### src/rtl/lsu_split_queue.sv
// Load/store unit front end: issues core accesses as word-aligned bus beats, splitting
// misaligned ones in two, and merges in-order bus responses back into load writebacks.
module lsu_split_queue #(
  parameter int MAX_OUTSTANDING = 2,
  parameter int MISALIGN_SPLIT  = 1
) (
  input  logic        clk,
  input  logic        reset,
  input  logic        req_valid,
  output logic        req_ready,
  input  logic        req_wr,
  input  logic [2:0]  req_width,
  input  logic [31:0] req_addr,
  input  logic [31:0] req_wdata,
  input  logic [4:0]  req_rd,
  output logic        data_req,
  output logic        data_wr,
  input  logic        data_gnt,
  output logic [31:0] data_addr,
  output logic [31:0] data_wdata,
  output logic [3:0]  data_be,
  input  logic [31:0] data_rdata,
  input  logic        data_valid,
  output logic        rsp_valid,
  output logic [4:0]  rsp_rd,
  output logic [31:0] rsp_rdata,
  output logic        rsp_err,
  output logic        busy,
  output logic        dbg_state
);
  // Handshakes: a core request completes in the cycle req_valid && req_ready; a bus beat
  // completes in the cycle data_req && data_gnt; data_valid answers the oldest beat.
  localparam int PW = (MAX_OUTSTANDING > 1) ? $clog2(MAX_OUTSTANDING) : 1;
  localparam int CW = $clog2(MAX_OUTSTANDING + 1);
  localparam logic [CW-1:0] MAX_C = CW'(MAX_OUTSTANDING);
  localparam bit SPLIT_EN = (MISALIGN_SPLIT != 0);

  typedef enum logic {IDLE = 1'b0, ISSUE2 = 1'b1} state_t;
  typedef struct packed {
    logic [4:0] rd;
    logic [2:0] width;
    logic [1:0] offset;
    logic       load;
    logic       split_first;
    logic       split_second;
  } entry_t;

  state_t        state, state_nxt;
  entry_t        fifo [MAX_OUTSTANDING];
  entry_t        push_entry, head;
  logic [PW-1:0] wr_ptr, rd_ptr;
  logic [CW-1:0] count;
  logic [31:0]   hold;
  logic [1:0]    off;
  logic [3:0]    mask;
  logic [7:0]    be_wide;
  logic          misaligned, reject, room, push, pop;
  logic [31:0]   merged, raw;

  function automatic logic [PW-1:0] ptr_inc(input logic [PW-1:0] p);
    return (p == PW'(MAX_OUTSTANDING - 1)) ? '0 : p + PW'(1);
  endfunction

  assign off = req_addr[1:0];
  always_comb begin
    case (req_width[1:0])
      2'd0:    mask = 4'b0001;
      2'd1:    mask = 4'b0011;
      default: mask = 4'b1111;
    endcase
  end
  // Upper nibble of the shifted mask is exactly the lane set of the second beat.
  assign be_wide    = {4'b0000, mask} << off;
  assign misaligned = (req_width[1:0] == 2'd1 && off == 2'd3) || (req_width[1] && off != 2'd0);
  assign reject     = misaligned && !SPLIT_EN;
  assign head       = fifo[rd_ptr];
  assign pop        = !reset && data_valid && (count != '0);
  assign room       = (count < MAX_C) || pop;

  always_comb begin
    state_nxt  = state;
    req_ready  = 1'b0;
    data_req   = 1'b0;
    rsp_err    = 1'b0;
    push       = 1'b0;
    data_addr  = {req_addr[31:2], 2'b00};
    data_be    = be_wide[3:0];
    data_wdata = req_wdata << {off, 3'b000};
    push_entry.rd           = req_rd;
    push_entry.width        = req_width;
    push_entry.offset       = off;
    push_entry.load         = !req_wr;
    push_entry.split_first  = 1'b0;
    push_entry.split_second = 1'b0;
    if (!reset) begin
      case (state)
        IDLE: begin
          if (req_valid && reject) begin
            req_ready = 1'b1;
            rsp_err   = 1'b1;
          end else if (req_valid && room) begin
            data_req = 1'b1;
            if (data_gnt) begin
              push = 1'b1;
              if (misaligned) begin
                push_entry.split_first = 1'b1;
                state_nxt = ISSUE2;
              end else begin
                req_ready = 1'b1;
              end
            end
          end
        end
        ISSUE2: begin
          data_addr  = {req_addr[31:2], 2'b00} + 32'd4;
          data_be    = be_wide[7:4];
          data_wdata = req_wdata >> {(3'd4 - {1'b0, off}), 3'b000};
          push_entry.split_second = 1'b1;
          if (room) begin
            data_req = 1'b1;
            if (data_gnt) begin
              push      = 1'b1;
              req_ready = 1'b1;
              state_nxt = IDLE;
            end
          end
        end
        default: state_nxt = IDLE;
      endcase
    end
  end

  assign data_wr = data_req & req_wr;

  always_ff @(posedge clk) begin
    if (reset) begin
      state  <= IDLE;
      wr_ptr <= '0;
      rd_ptr <= '0;
      count  <= '0;
      hold   <= '0;
    end else begin
      state <= state_nxt;
      if (push) wr_ptr <= ptr_inc(wr_ptr);
      if (pop) begin
        rd_ptr <= ptr_inc(rd_ptr);
        if (head.split_first && head.load) hold <= {data_rdata[31:8], 8'h00};
      end
      if (push && !pop)      count <= count + CW'(1);
      else if (pop && !push) count <= count - CW'(1);
    end
  end

  always_ff @(posedge clk) begin
    if (push) fifo[wr_ptr] <= push_entry;
  end

  // Shifting {rdata, hold} right by the offset lines up the bytes of both split halves.
  assign merged = 32'({data_rdata, hold} >> {head.offset, 3'b000});
  assign raw    = head.split_second ? merged : (data_rdata >> {head.offset, 3'b000});

  always_comb begin
    case (head.width[1:0])
      2'd0:    rsp_rdata = head.width[2] ? {24'h0, raw[7:0]}  : {{24{raw[7]}}, raw[7:0]};
      2'd1:    rsp_rdata = head.width[2] ? {16'h0, raw[15:0]} : {{16{raw[15]}}, raw[15:0]};
      default: rsp_rdata = raw;
    endcase
  end

  assign rsp_valid = pop && head.load && !head.split_first;
  assign rsp_rd    = head.rd;
  assign busy      = !reset && ((count != '0) || (state == ISSUE2));
  assign dbg_state = state;
endmodule

### config.mk
export PLATFORM = sky130hd
export DESIGN_NAME = lsu_split_queue
export DESIGN_NICKNAME = d
export VERILOG_FILES = /design/src/rtl/lsu_split_queue.sv
export SDC_FILE = /design/constraint.sdc
export NUM_CORES = 1
export LEC_CHECK = 0
export BUFFER_PORTS_ARGS = -buffer_cell sky130_fd_sc_hd__clkbuf_2
export CELL_PAD_IN_SITES_DETAIL_PLACEMENT = 0
export CELL_PAD_IN_SITES_GLOBAL_PLACEMENT = 1
export CORE_UTILIZATION = 30
export DETAILED_ROUTE_END_ITERATION = 10
export PLACE_DENSITY_LB_ADDON = 0.1
export SYNTH_ARGS = -nofsm -noshare
export SYNTH_HDL_FRONTEND = slang
export SYNTH_SLANG_ARGS = --single-unit
export TNS_END_PERCENT = 1
### constraint.sdc
create_clock -name clk -period 3.6 [get_ports clk]
set_input_delay 0.72 -clock clk [delete_from_list [all_inputs] [get_ports clk]]
set_output_delay 0.72 -clock clk [all_outputs]
set_load 0.02 [all_outputs]
**Word level (Yosys, flattened, before mapping)**

Memories as Yosys holds them, arrays and structs flattened. A register that Yosys moved wholly into a read port is not among the register bits.
Index checks and enable logic that the tools add are counted.

- Register bits after elaboration: 29
- Bits in writable memories: 26
- Bits of input ports: 110
- Output and inout port bits: 112
- Logic and storage cells: 90
- Memories: 1

Memories:

| memory | words | bits a word | read ports | clocked after memory_dff | wr ports | RTL line | source |
|---|---|---|---|---|---|---|---|
| fifo | 2 | 13 | 1 | 1 | 1 | 49 | `entry_t fifo [MAX_OUTSTANDING];` |

- Add/subtract/negate cells: 6
- Magnitude comparators: 1
- Equal/unequal tests: 3
- Shift-type cells: 5
- Mux-type cells: 42
- Bitwise operators: 2
- Reductions and logical operators: 25

Operator list:

| cell | number |
|---|---|
| 32-bit 2-to-1 mux | 7 |
| 32-bit one-hot mux with 2 select lines | 1 |
| 64-bit by 5-bit right shift with 32-bit output | 1 |
| 32-bit by 3-bit adder with 32-bit output, second input constant | 1 |
| 32-bit by 5-bit << shifter with 32-bit output | 1 |
| 32-bit by 5-bit right shift with 32-bit output | 1 |
| 32-bit by 6-bit right shift with 32-bit output | 1 |
| 1-bit 2-to-1 mux | 24 |
| 1-bit logical AND | 11 |
| 4-bit 2-to-1 mux | 2 |
| 1-bit one-hot mux with 2 select lines | 4 |
| 4-bit one-hot mux with 2 select lines | 1 |
| 4-bit by 2-bit << shifter with 8-bit output | 1 |
| 2-bit 2-to-1 mux | 3 |
| 2-bit nonzero test | 3 |
| 1-bit zero test | 5 |
| 2-bit by 1-bit == test with 1-bit output, second input constant | 2 |
| 2-bit zero test | 2 |
| 1-bit logical OR | 3 |
| 3-bit by 2-bit subtractor with 3-bit output, first input constant | 1 |
| 1-bit adder, second input constant | 2 |
| 2-bit by 1-bit adder with 2-bit output, second input constant | 1 |
| 2-bit == test, second input constant | 1 |
| 2-bit < comparator, second input constant | 1 |
| 4 further kinds | 4 |

**Depth between registers and ports, before layout**

- Word-level depth: 12
- Gate-level depth with buffers: 10
- Depth with buffers taken out: 8

**Worst setup path after synthesis**

Ideal clock, no wire load.

- Path type: in2out
- From: input port req_addr[0]
- To: output port data_wdata[4]
- Arrival time: 3.092 ns
- Data required time: 2.880 ns
- Setup slack: -0.212 ns
- Cell stages on the path: 9
- Path through: clkbuf_1 clkinv_1 clkbuf_1 ha_1 clkbuf_1 clkbuf_1 mux2i_1 nand2_1 a32o_1

- Word-level cells in the longest chain between the ends: 4
- Elaborated cells on any way between the ends: 5
- Classes of those cells: 1 x add/sub; 2 x shift; 2 x mux

Ends and longest elaborated chain:

| what | RTL line | source |
|---|---|---|
| from (decl) | 13 | `input logic [31:0] req_addr,` |
| 3-bit by 2-bit subtractor with 3-bit output | 117 | `data_wdata = req_wdata >> {(3'd4 - {1'b0, off}), 3'b000};` |
| 32-bit by 6-bit right shift with 32-bit output | 117 |  |
| 32-bit 2-to-1 mux | 96 | `case (state)` |
| 32-bit 2-to-1 mux * | 95 | `if (!reset) begin` |
| to (decl) | 20 | `output logic [31:0] data_wdata,` |

Every way passes the cells marked *; elsewhere a longest branch is shown, timed or not.

==> results.md <==
* WL/cell at 17.4 um
* Die Height at 138 um
* Max-slew violation count at 0
* Post-synth top area cell: edfxtp_1
* Max VDD drop at 0.000173 V
* Number of synthesized register bits at 56
* Final setup vio count at 0
* Routed Antenna Nets at 0
* N_diodes at 0
* Clk sinks at 56
* Worst skew pair latency at 0.30 ns
* Tcrit/Tclk final at 94.4%
* RD Place Congestion at 0.845
* DRC errors left at 20
* Synth Cell Area at 0.00557 sq mm
* Area contributors post-synth: edfxtp_1, mux2i_1, dfxtp_1
* Fraction of registers with async set/reset at 0%
* Sequential-to-total area share from yosys stat at 24.8%
* Worst hold margin at 0.500 ns
* Post-Synthesis Cells at 691
* Status: complete, but fails checks
* Pre-antenna DRT Iters at 9
* Vias in the first global route at 5931
* Worst-path clk slew at 0.07 ns
* CP Launch Type: flop
* Setup Skew at 0.00875 ns
* Total gr overflow at 0
* Post-CTS setup buffer count at 0
* Mean post-synth cell area at 8.05 sq um
* Minimum clock period at 3.40 ns
* Share of cells above drive strength 1 at 33.6%
* I/O Buffers at 218
* Largest net degree at the start of global routing at 55
* Final worst slack at 0.201 ns
* Initial antenna violation count at 0
* Min-Delay Path Class: flop to flop
* Num CTS Buffers at 5
* Global-route usage over all layers at 20.1%
* Main flop type after synthesis: dfxtp_1
* Core area at 0.0181 sq mm
* Vias at 6169
* Syn. warnings at 0
* Number of nets in the layout at 1007
* RSZ-0062 raised after global routing: no
* H-tree levels at 2
* Failing checks: DRC
* CTS tree: done
* Rel. slew slack at 53.6%
* HPWL after DPL at 14500 um
* Area delta synth->final at 28.6%
* Die ar. at 0.0191 sq mm
* DR vias/cell at 5.49
* Final hold vios at 0
* Metal-1 WL at 8500 um
* Leak at 3.04 nW
* DRT Wirelength at 19500 um
* I/O Pins at 222
* Synth unique cells at 51
* P per Cell Area at 307 mW/mm^2
* Reg area at 0.00138 sq mm
* Hold buffers post-CTS at 0
* Worst Path Max Fanout at 24
* Worst setup path class: flop to primary output
* Initial DRC Count at 340
* Worst Path Required at 2.88 ns
* Root Driver: clkbuf_16
* Fillers at 1896
* FP Rows at 49
* First-pass GRT wire length at 31400 um
* Arr. time, crit path at 2.68 ns
* Die width at 138 um
* Max Root-Sink Buffers at 2
* Synth top area share at 14.0%
* DR top layer: met4
* Post-synth EDFFs at 26
* Initial Util at 30.8%
* Routed met3 length at 1440 um
* Slew @ Worst Pin at 0.694 ns
* FMAX at 294 MHz
* Crit. End Element: primary output
* Routed wl met2 at 9260 um
* Area of the multi-input gates at 0.00395 sq mm
* Dpl ws at 0.415 ns
* Max-Cap Viols at 0
## placed cells by master, fill, tap and decap left out, drive strengths merged, types with 7 or more instances in the layout
master / n
a211oi: 9
a21oi: 27
a221o: 7
a221oi: 7
a222oi: 8
a31oi: 19
a32o: 7
a32oi: 8
and3: 10
and4: 8
buf: 33
clkbuf: 223
dfxtp: 30
edfxtp: 26
inv: 8
mux2: 23
mux2i: 71
mux4: 11
nand2: 123
nand3: 28
nor2: 58
o211ai: 17
o21ai: 37
o22ai: 9
xnor2: 21
xor2: 12
## final timing paths
path	from	to	slack, ns	cells after the start
worst max-delay path	flop	rsp_rdata[10]	0.20	7
worst min-delay path	hold[15]$_SDFFE_PP0P_	hold[15]$_SDFFE_PP0P_	0.50	2
worst max register to register	dbg_state$_SDFF_PP0_	fifo[0][11]$_DFFE_PP_	1.50	5
worst min register to register	hold[15]$_SDFFE_PP0P_	hold[15]$_SDFFE_PP0P_	0.50	2
## cell type report
| cell class | instances | share of cell area (%) |
|---|---|---|
| flip-flops and latches | 56 | 19.3 |
| repair buffers | 251 | 18.9 |
| multi-input cells | 570 | 55.2 |
| clock inverters | 3 | 0.385 |
| well taps | 229 | 4.00 |
| inverters | 9 | 0.472 |
| clock buffers | 5 | 1.75 |
## stage by stage
step / util, % / area [sq um] / power (mW) / setup TNS [ns] / std cells
final: 39.6 / 7150 / 2.20 / 0 / 1123
after global routing: 39.6 / 7150 / 2.32 / 0 / 1123
after CTS: 39.5 / 7140 / 2.22 / 0 / 1123
after detailed placement: 38.7 / 6990 / 1.70 / 0 / 1115
after global placement: 38.7 / 6990 / 1.69 / 0 / 1115
after floorplan: - / 5580 / 1.34 / -0.168 / 693
## logic make-up after synthesis
logic type / after synthesis / share of synthesized area (%)
AO/OA/AOI/OAI: 167 / 20.8
XOR/XNOR: 33 / 5.19
multiplexers: 105 / 22.2
AND/OR/NAND/NOR: 258 / 20.6
other: 1 / 0.0674
buffers and inverters: 67 / 5.33
flip-flops: 56 / 24.8
adder cells (fa/ha/maj): 4 / 0.899
## what timing repair did
item	CTS	global route
endpoints found under the setup margin	0	16
hold endpoints to repair	0	0
resized for setup	0	2
## state kept, by name (all words and copies together) (netlist names), named ones only
name and cells:
hold 24, dbg_state 1, wr_ptr 1, count 2
rd_ptr 1, fifo 26
## synthesized netlist by cell type, types with 9 or more instances
cell,number
and3_1,10
o22ai_1,9
clkbuf_1,37
a211oi_1,9
o21ai_0,37
nor2_1,58
o211ai_1,16
dfxtp_1,30
buf_2,9
nand3_1,28
mux2i_1,70
xor2_1,12
nand2_1,123
a31oi_1,19
xnor2_1,21
mux4_2,9
mux2_2,23
edfxtp_1,26
a21oi_1,26
## critical path: stages (launching register included)
cell	delay (ns)
dfxtp_1	0.41
buf_4	0.25
mux2_2	0.38
or3_1	0.40
a311o_1	0.32
buf_4	0.22
o21ai_0	0.17
clkbuf_2	0.23
## layer usage
layer | global-route usage (%) | vias up
met3 | 4.02 | 20
met5 | 0 | -
met1 | 26.2 | 2922
met2 | 33.8 | 240
li1 | - | 2987
met4 | 5.32 | 0
## power breakdown
| part | internal (mW) | switching, mW | total, mW |
|---|---|---|---|
| sequential | 0.683 | 0.0149 | 0.698 |
| clock | 0.265 | 0.247 | 0.512 |
| combinational | 0.378 | 0.611 | 0.989 |
(Power assumes the default switching activity.)
